## config.mk

```make
export PLATFORM = sky130hd
export DESIGN_NAME = ram_port_ctrl
export DESIGN_NICKNAME = d
export VERILOG_FILES = /design/src/rtl/ram_port_ctrl.sv
export SDC_FILE = /design/constraint.sdc
export NUM_CORES = 1
export LEC_CHECK = 0
export CAP_MARGIN = 20
export CORE_MARGIN = 1.5
export CORE_UTILIZATION = 41
export DETAILED_ROUTE_END_ITERATION = 6
export PLACE_DENSITY = 0.76
export SYNTH_ARGS = -nofsm -noshare
export SYNTH_HDL_FRONTEND = slang
export SYNTH_SLANG_ARGS = --single-unit
```

## constraint.sdc

```tcl
create_clock -name clka -period 1.9 [get_ports clka]
set_input_delay 0.19 -clock clka [delete_from_list [all_inputs] [get_ports clka]]
set_output_delay 0.19 -clock clka [all_outputs]
set_load 0.005 [all_outputs]
```

## src/rtl/ram_port_ctrl.sv

```systemverilog
// rtl/ram_port_ctrl.sv - valid/ready request front-end for BRAM port A with credit-protected read response FIFO
// Optional feature macro: RAM_PORT_CTRL_ALIGN_CHECK_EN (misaligned requests answered with rsp_err=1, no BRAM access)
module ram_port_ctrl #(
    parameter int DATA_WIDTH = 32,
    parameter int ADDR_WIDTH = 32,
    parameter int RD_LATENCY = 2,
    parameter int RSP_DEPTH  = 4
) (
    input  logic                    clka,
    input  logic                    rsta,
    input  logic                    req_valid,
    output logic                    req_ready,
    input  logic                    req_we,
    input  logic [DATA_WIDTH/8-1:0] req_be,
    input  logic [ADDR_WIDTH-1:0]   req_addr,
    input  logic [DATA_WIDTH-1:0]   req_wdata,
    output logic                    rsp_valid,
    input  logic                    rsp_ready,
    output logic [DATA_WIDTH-1:0]   rsp_rdata,
    output logic                    rsp_err,
    output logic                    busy,
    output logic                    ena,
    output logic [DATA_WIDTH/8-1:0] wea,
    output logic [ADDR_WIDTH-1:0]   addra,
    output logic [DATA_WIDTH-1:0]   dina,
    input  logic [DATA_WIDTH-1:0]   douta
);
    localparam int PW = (RSP_DEPTH > 1) ? $clog2(RSP_DEPTH) : 1;
    localparam int CW = $clog2(RSP_DEPTH + 1);
    localparam logic [CW-1:0] CREDIT_MAX = CW'(RSP_DEPTH);
    localparam logic [PW-1:0] PTR_LAST   = PW'(RSP_DEPTH - 1);

    logic [CW-1:0]         credit_used;
    logic [CW-1:0]         fifo_count;
    logic [PW-1:0]         wr_ptr;
    logic [PW-1:0]         rd_ptr;
    logic [DATA_WIDTH-1:0] fifo_data [RSP_DEPTH];
    logic [RSP_DEPTH-1:0]  fifo_err;
    logic [RD_LATENCY-1:0] pipe_vld;
    logic [RD_LATENCY-1:0] pipe_err;
    logic                  misaligned;
    logic                  accept;
    logic                  track;
    logic                  push;
    logic                  pop;

`ifdef RAM_PORT_CTRL_ALIGN_CHECK_EN
    localparam int BE_LSB = $clog2(DATA_WIDTH / 8);
    if (BE_LSB > 0) begin : g_align
        assign misaligned = |req_addr[BE_LSB-1:0];
    end else begin : g_no_align
        assign misaligned = 1'b0;
    end
`else
    assign misaligned = 1'b0;
`endif

    // Credits count reads in flight plus FIFO entries, so every accepted read has a guaranteed slot
    assign req_ready = !rsta && (credit_used < CREDIT_MAX);
    assign accept    = req_valid && req_ready;
    assign ena       = accept && !misaligned;
    assign wea       = (ena && req_we) ? req_be : '0;
    assign addra     = req_addr;
    assign dina      = req_wdata;
    // Reads, and misaligned requests of either kind, produce exactly one response
    assign track     = accept && (!req_we || misaligned);
    assign push      = pipe_vld[RD_LATENCY-1];
    assign rsp_valid = !rsta && (fifo_count != '0);
    assign pop       = rsp_valid && rsp_ready;
    assign rsp_rdata = rsp_valid ? fifo_data[rd_ptr] : '0;
    assign rsp_err   = rsp_valid && fifo_err[rd_ptr];
    assign busy      = !rsta && (credit_used != '0);

    // Latency pipeline: marks the edge at which douta belongs to a tracked request
    always_ff @(posedge clka) begin
        if (rsta) begin
            pipe_vld <= '0;
            pipe_err <= '0;
        end else begin
            pipe_vld[0] <= track;
            pipe_err[0] <= track && misaligned;
            for (int i = 1; i < RD_LATENCY; i++) begin
                pipe_vld[i] <= pipe_vld[i-1];
                pipe_err[i] <= pipe_err[i-1];
            end
        end
    end

    // FIFO storage; error-tagged entries carry zero data instead of whatever douta holds
    always_ff @(posedge clka) begin
        if (push) begin
            fifo_data[wr_ptr] <= pipe_err[RD_LATENCY-1] ? '0 : douta;
            fifo_err[wr_ptr]  <= pipe_err[RD_LATENCY-1];
        end
    end

    // FIFO pointers and occupancy; push and pop on one edge cancel
    always_ff @(posedge clka) begin
        if (rsta) begin
            wr_ptr     <= '0;
            rd_ptr     <= '0;
            fifo_count <= '0;
        end else begin
            if (push) wr_ptr <= (wr_ptr == PTR_LAST) ? '0 : wr_ptr + PW'(1);
            if (pop)  rd_ptr <= (rd_ptr == PTR_LAST) ? '0 : rd_ptr + PW'(1);
            if (push && !pop)      fifo_count <= fifo_count + CW'(1);
            else if (!push && pop) fifo_count <= fifo_count - CW'(1);
        end
    end

    // Credit counter: taken when a response-producing request is accepted, returned on pop
    always_ff @(posedge clka) begin
        if (rsta) begin
            credit_used <= '0;
        end else if (track && !pop) begin
            credit_used <= credit_used + CW'(1);
        end else if (!track && pop) begin
            credit_used <= credit_used - CW'(1);
        end
    end
endmodule
```

## Word level (Yosys, flattened, before mapping)

Memory sizes are Yosys's and may differ from the RTL's. A register that Yosys moved wholly into a read port is not among the register bits.
Index checks and enable logic that the tools add are counted.

| operators by class | value |
|---|---|
| add/subtract/negate cells | 6 |
| order comparisons | 4 |
| eq/ne operators | 2 |
| muxes and demuxes | 18 |
| reductions and logical operators | 22 |

Operators with widths:

| cell | number |
|---|---|
| $mux W32 | 2 |
| $logic_and A1 B1 Y1 | 13 |
| $mux W3 | 4 |
| $mux W2 | 4 |
| $add A3 B1 Y3 const B | 2 |
| $lt A2 B3 Y1 const B | 2 |
| $reduce_bool A3 Y1 | 2 |
| $sub A3 B1 Y3 const B | 2 |
| $logic_not A1 Y1 | 5 |
| $add A2 B1 Y2 const B | 2 |
| $bwmux W4 | 1 |
| $eq A2 B2 Y1 const B | 2 |
| $mux W1 | 4 |
| $mux W4 | 1 |
| $reduce_bool A2 Y1 | 2 |
| $lt A3 B3 Y1 const B | 1 |
| $bmux W1 S2 | 1 |
| $demux W1 S2 | 1 |
| $ge A2 B1 Y1 const B | 1 |

| storage, ports and cells | value |
|---|---|
| register bits | 18 |
| memory bits (writable) | 128 |
| input bits | 105 |
| word-level logic and storage cells | 61 |
| memories kept | 1 |

Memory list:

| name | words | bits a word | rd ports | clocked after Yosys merged registers in | wr ports | RTL line | source |
|---|---|---|---|---|---|---|---|
| fifo_data | 4 | 32 | 1 | 1 | 1 | 37 | `logic [DATA_WIDTH-1:0] fifo_data [RSP_DEPTH];` |

## Logic depth before layout (Yosys ltp)

| depth | value |
|---|---|
| depth after elaboration | 8 |
| mapped depth | 9 |

## Least setup slack after synthesis

Ideal clock, no wire load.

| timing | value |
|---|---|
| kind | reg2reg |
| start point | register credit_used[2] |
| end point | register credit_used[2] |
| library setup time | 0.071 ns |
| arrival time | 1.927 ns |
| required time | 1.829 ns |
| setup slack | -0.098 ns |
| stages on the path, launching flop included | 10 |
| path buffers | 0 |
| cells stage by stage | dfxtp_1 > nor2_1 > and2_1 > nor2b_1 > ha_1 > inv_1 > fa_1 > xor2_1 > or3_1 > a21oi_1 |

| between the ends | value |
|---|---|
| cells in the longest elaborated chain, start to end | 7 |

RTL lines:

| item | RTL line | source |
|---|---|---|
| start: declaration | 33 | `logic [CW-1:0] credit_used;` |
| start signal: assignment | 116 | `credit_used <= credit_used + CW'(1);` |
| start signal: assignment | 118 | `credit_used <= credit_used - CW'(1);` |
| $lt A3 B3 Y1 (*) | 59 | `assign req_ready = !rsta && (credit_used < CREDIT_MAX);` |
| $logic_and A1 B1 Y1 (*) | 59 |  |
| via req_ready | 12 | `output logic req_ready,` |
| $logic_and A1 B1 Y1 (*) | 60 | `assign accept = req_valid && req_ready;` |
| via ena | 22 | `output logic ena,` |
| $logic_and A1 B1 Y1 (*) | 66 | `assign track = accept && (!req_we \|\| misaligned);` |
| via track | 43 | `logic track;` |
| $logic_not A1 Y1 | 117 | `end else if (!track && pop) begin` |
| $logic_and A1 B1 Y1 | 117 |  |
| $reduce_bool A2 Y1 (no line) | -- |  |

Mark *: on every way through the listed nets, which the timed path passes. The rest lies on a longest branch. The select of a mux whose other input is x is not followed.
A chain may end at the register's enable or synchronous reset.

==> results.json <==
{
  "cts_tree": "yes",
  "final_cell_area_mm2": 0.00811,
  "drv_slew": 0,
  "ys_seq_area_share_pct": 68.0,
  "first_pass_iters": 4,
  "p_per_area_mw_per_mm2": 1040,
  "vias_per_cell": 5.07,
  "die_area_mm2": 0.0160,
  "first_global_vias": 3535,
  "hold_violations": 0,
  "min_period_ps": 2100,
  "relSlewSlack_pct": 39.7,
  "wl_per_cell_um": 22.8,
  "rr_worst_depth": 10,
  "fp.dieH_um": 126,
  "dp_slack_ps": -483,
  "yosys_warnings": 0,
  "cts_sinks": 146,
  "drive_above_1_share_pct": 47.2,
  "antenna_found_initial": 1,
  "cts_root_buf": "clkbuf_16",
  "initial_core_util_pct": 42.4,
  "grt_pass1_wl_um": 21200,
  "worstSkewPairLatency_ps": 410,
  "hold_class": "in -> out",
  "syn_to_final_growth_pct": 29.9,
  "die_width_um": 126,
  "rsz0062_at_grt": "true",
  "cts_buffers": 17,
  "synth_async_sr_flop_share_pct": 0,
  "synth_fp_nets": 464,
  "grt_max_degree": 33,
  "maxCapViolCount": 0,
  "final.period_utilization_pct": 111,
  "tightest_slew_ps": 904,
  "route.detailed.drc": 0,
  "cts_buffer_depth": 2,
  "final_util_pct": 55.1,
  "place_congestion": 0.731,
  "placed_area_mm2": 0.00696,
  "first_iter_violations": 253,
  "fin_nets": 548,
  "synth_ff_type": "edfxtp_1",
  "drt_wl_total_um": 14400,
  "dr_total_vias": 3200,
  "rows": 44,
  "synth_seq_cells": 146,
  "cp.required_ps": 1710,
  "synth-edff-count": 132,
  "ir_drop_uv": 594,
  "grt_overflow": 0,
  "violations": "negative setup slack",
  "end_kind": "primary output",
  "cp-start-kind": "flip-flop",
  "post_synth.cell_area_avg_um2": 17.8,
  "htreeDepth": 4,
  "critPathKind": "reg -> out",
  "fin_ws_ps": -200,
  "ctsHoldBuffers": 0,
  "antenna_cells": 0,
  "crit_fanout": 7,
  "ioPinCount": 210,
  "port_buffers": 81,
  "arrival_ps": 1910,
  "whs_path_depth": 0,
  "core-area_mm2": 0.0147,
  "p_leak_nw": 2.90,
  "fin_skew_ps": 7.07,
  "setup_violations": 34,
  "hpwlAfterDp_um": 9190,
  "status": "complete, but fails checks",
  "max_clock_freq_mhz": 476,
  "synth_cell_types": 24,
  "clkTransAtPathRegs_ps": 50,
  "syn_inst": 350,
  "ant_nets": 0,
  "track_usage_pct": 18.6,
  "synthesis.area_mm2": 0.00624
}
## state kept, by name (all words and copies together) (netlist names), named ones only
signal       count
fifo_data      128
fifo_err         4
rd_ptr           2
pipe_vld         2
credit_used      3
fifo_count       3
wr_ptr           2
## layout make-up
| cell class | count | area, um2 |
|---|---|---|
| clock buffers | 17 | 425 |
| clock inverters | 15 | 206 |
| fillers | 1076 | 6590 |
| inverters | 5 | 18.8 |
| multi-input cells | 124 | 1540 |
| flip-flops and latches | 146 | 4260 |
| well taps | 184 | 230 |
| repair buffers | 140 | 1430 |
## synthesized netlist by cell type, drive strengths merged, types with 4 or more instances
cell    count  area share [%]
and2       42             4.2
inv         5            0.30
ha          7             1.4
nor2       11            0.66
buf        71             9.1
clkbuf      4            0.24
dfxtp      14             4.5
nor2b       9            0.90
edfxtp    132              64
mux2i       4            0.64
mux4       33              12
xor2        4            0.56
## metrics by stage
stage	power, mW	hold WS [ps]	setup TNS (ps)	instances
2_1_floorplan	4.26	262	-24.3	350
4_1_cts	8.45	380	-5260	631
6_report	8.44	380	-4440	631
3_5_place_dp	4.59	380	-6640	565
3_3_place_gp	4.56	380	-6190	565
5_1_grt	8.73	380	-6100	631
## worst paths after layout
path | start | end | slack, ps
min | req_addr[14] | addra[14] | 380
max reg2reg | fifo_count[1] | fifo_count[2] | -120
max | flip-flop | rsp_rdata[4] | -200
min reg2reg | pipe_vld[0] | pipe_vld[1] | 450
## critical path, cell delays in order (launching register included)
cell and delay (ps):
dfxtp_4 450, buf_8 170, buf_6 100, mux4_2 510, and2_4 160, buf_6 100
## cells by family (layout without fill, tap and decap cells)
kind of cell,after synthesis,in the layout,share of synthesized area (%)
DFF,146,146,68.0
buffers and inverters,80,177,9.63
and+or+nand+nor,68,68,6.36
muxes,39,39,13.0
adders and majority gates,9,9,2.05
AOI/OAI and AO/OA,4,4,0.321
xor gates and xnor gates,4,4,0.562
## layer usage
layer  track usage, %  wire length [um]  vias to the layer above
met5                0                 0                        -
met4             10.1               521                        0
met3             5.57              1100                       40
met2             33.8              8020                      152
met1             19.2              4760                     1593
li1                 -                 -                     1415
## where the power goes
| group | total [mW] | switching, mW | leakage (nW) | internal [mW] |
|---|---|---|---|---|
| Clock | 3.51 | 1.30 | 0.304 | 2.21 |
| Sequential | 3.61 | 0.0532 | 1.31 | 3.56 |
| Combinational | 1.32 | 0.463 | 1.29 | 0.859 |
## what timing repair did
action,CTS,global route
endpoints found under the setup margin,40,53
cloned,2,0
pin swaps,39,0
gates resized for setup,214,22
setup buffers,32,2
## cell usage in the layout (no fill, tap or decap), types with 3 or more instances in the layout
cell	instances
buf_6	42
mux2i_1	4
and2_4	27
clkbuf_16	17
buf_2	10
inv_2	3
dfxtp_2	5
nor2b_1	8
xor2_1	4
buf_12	7
dfxtp_1	7
buf_4	29
bufinv_16	4
and2_2	3
dlygate4sd2_1	5
ha_1	5
nor2_1	9
mux4_2	33
inv_6	3
clkinv_4	4
edfxtp_1	132
clkdlybuf4s50_1	43
and2_1	12
Power figures use the tool's default switching activity.
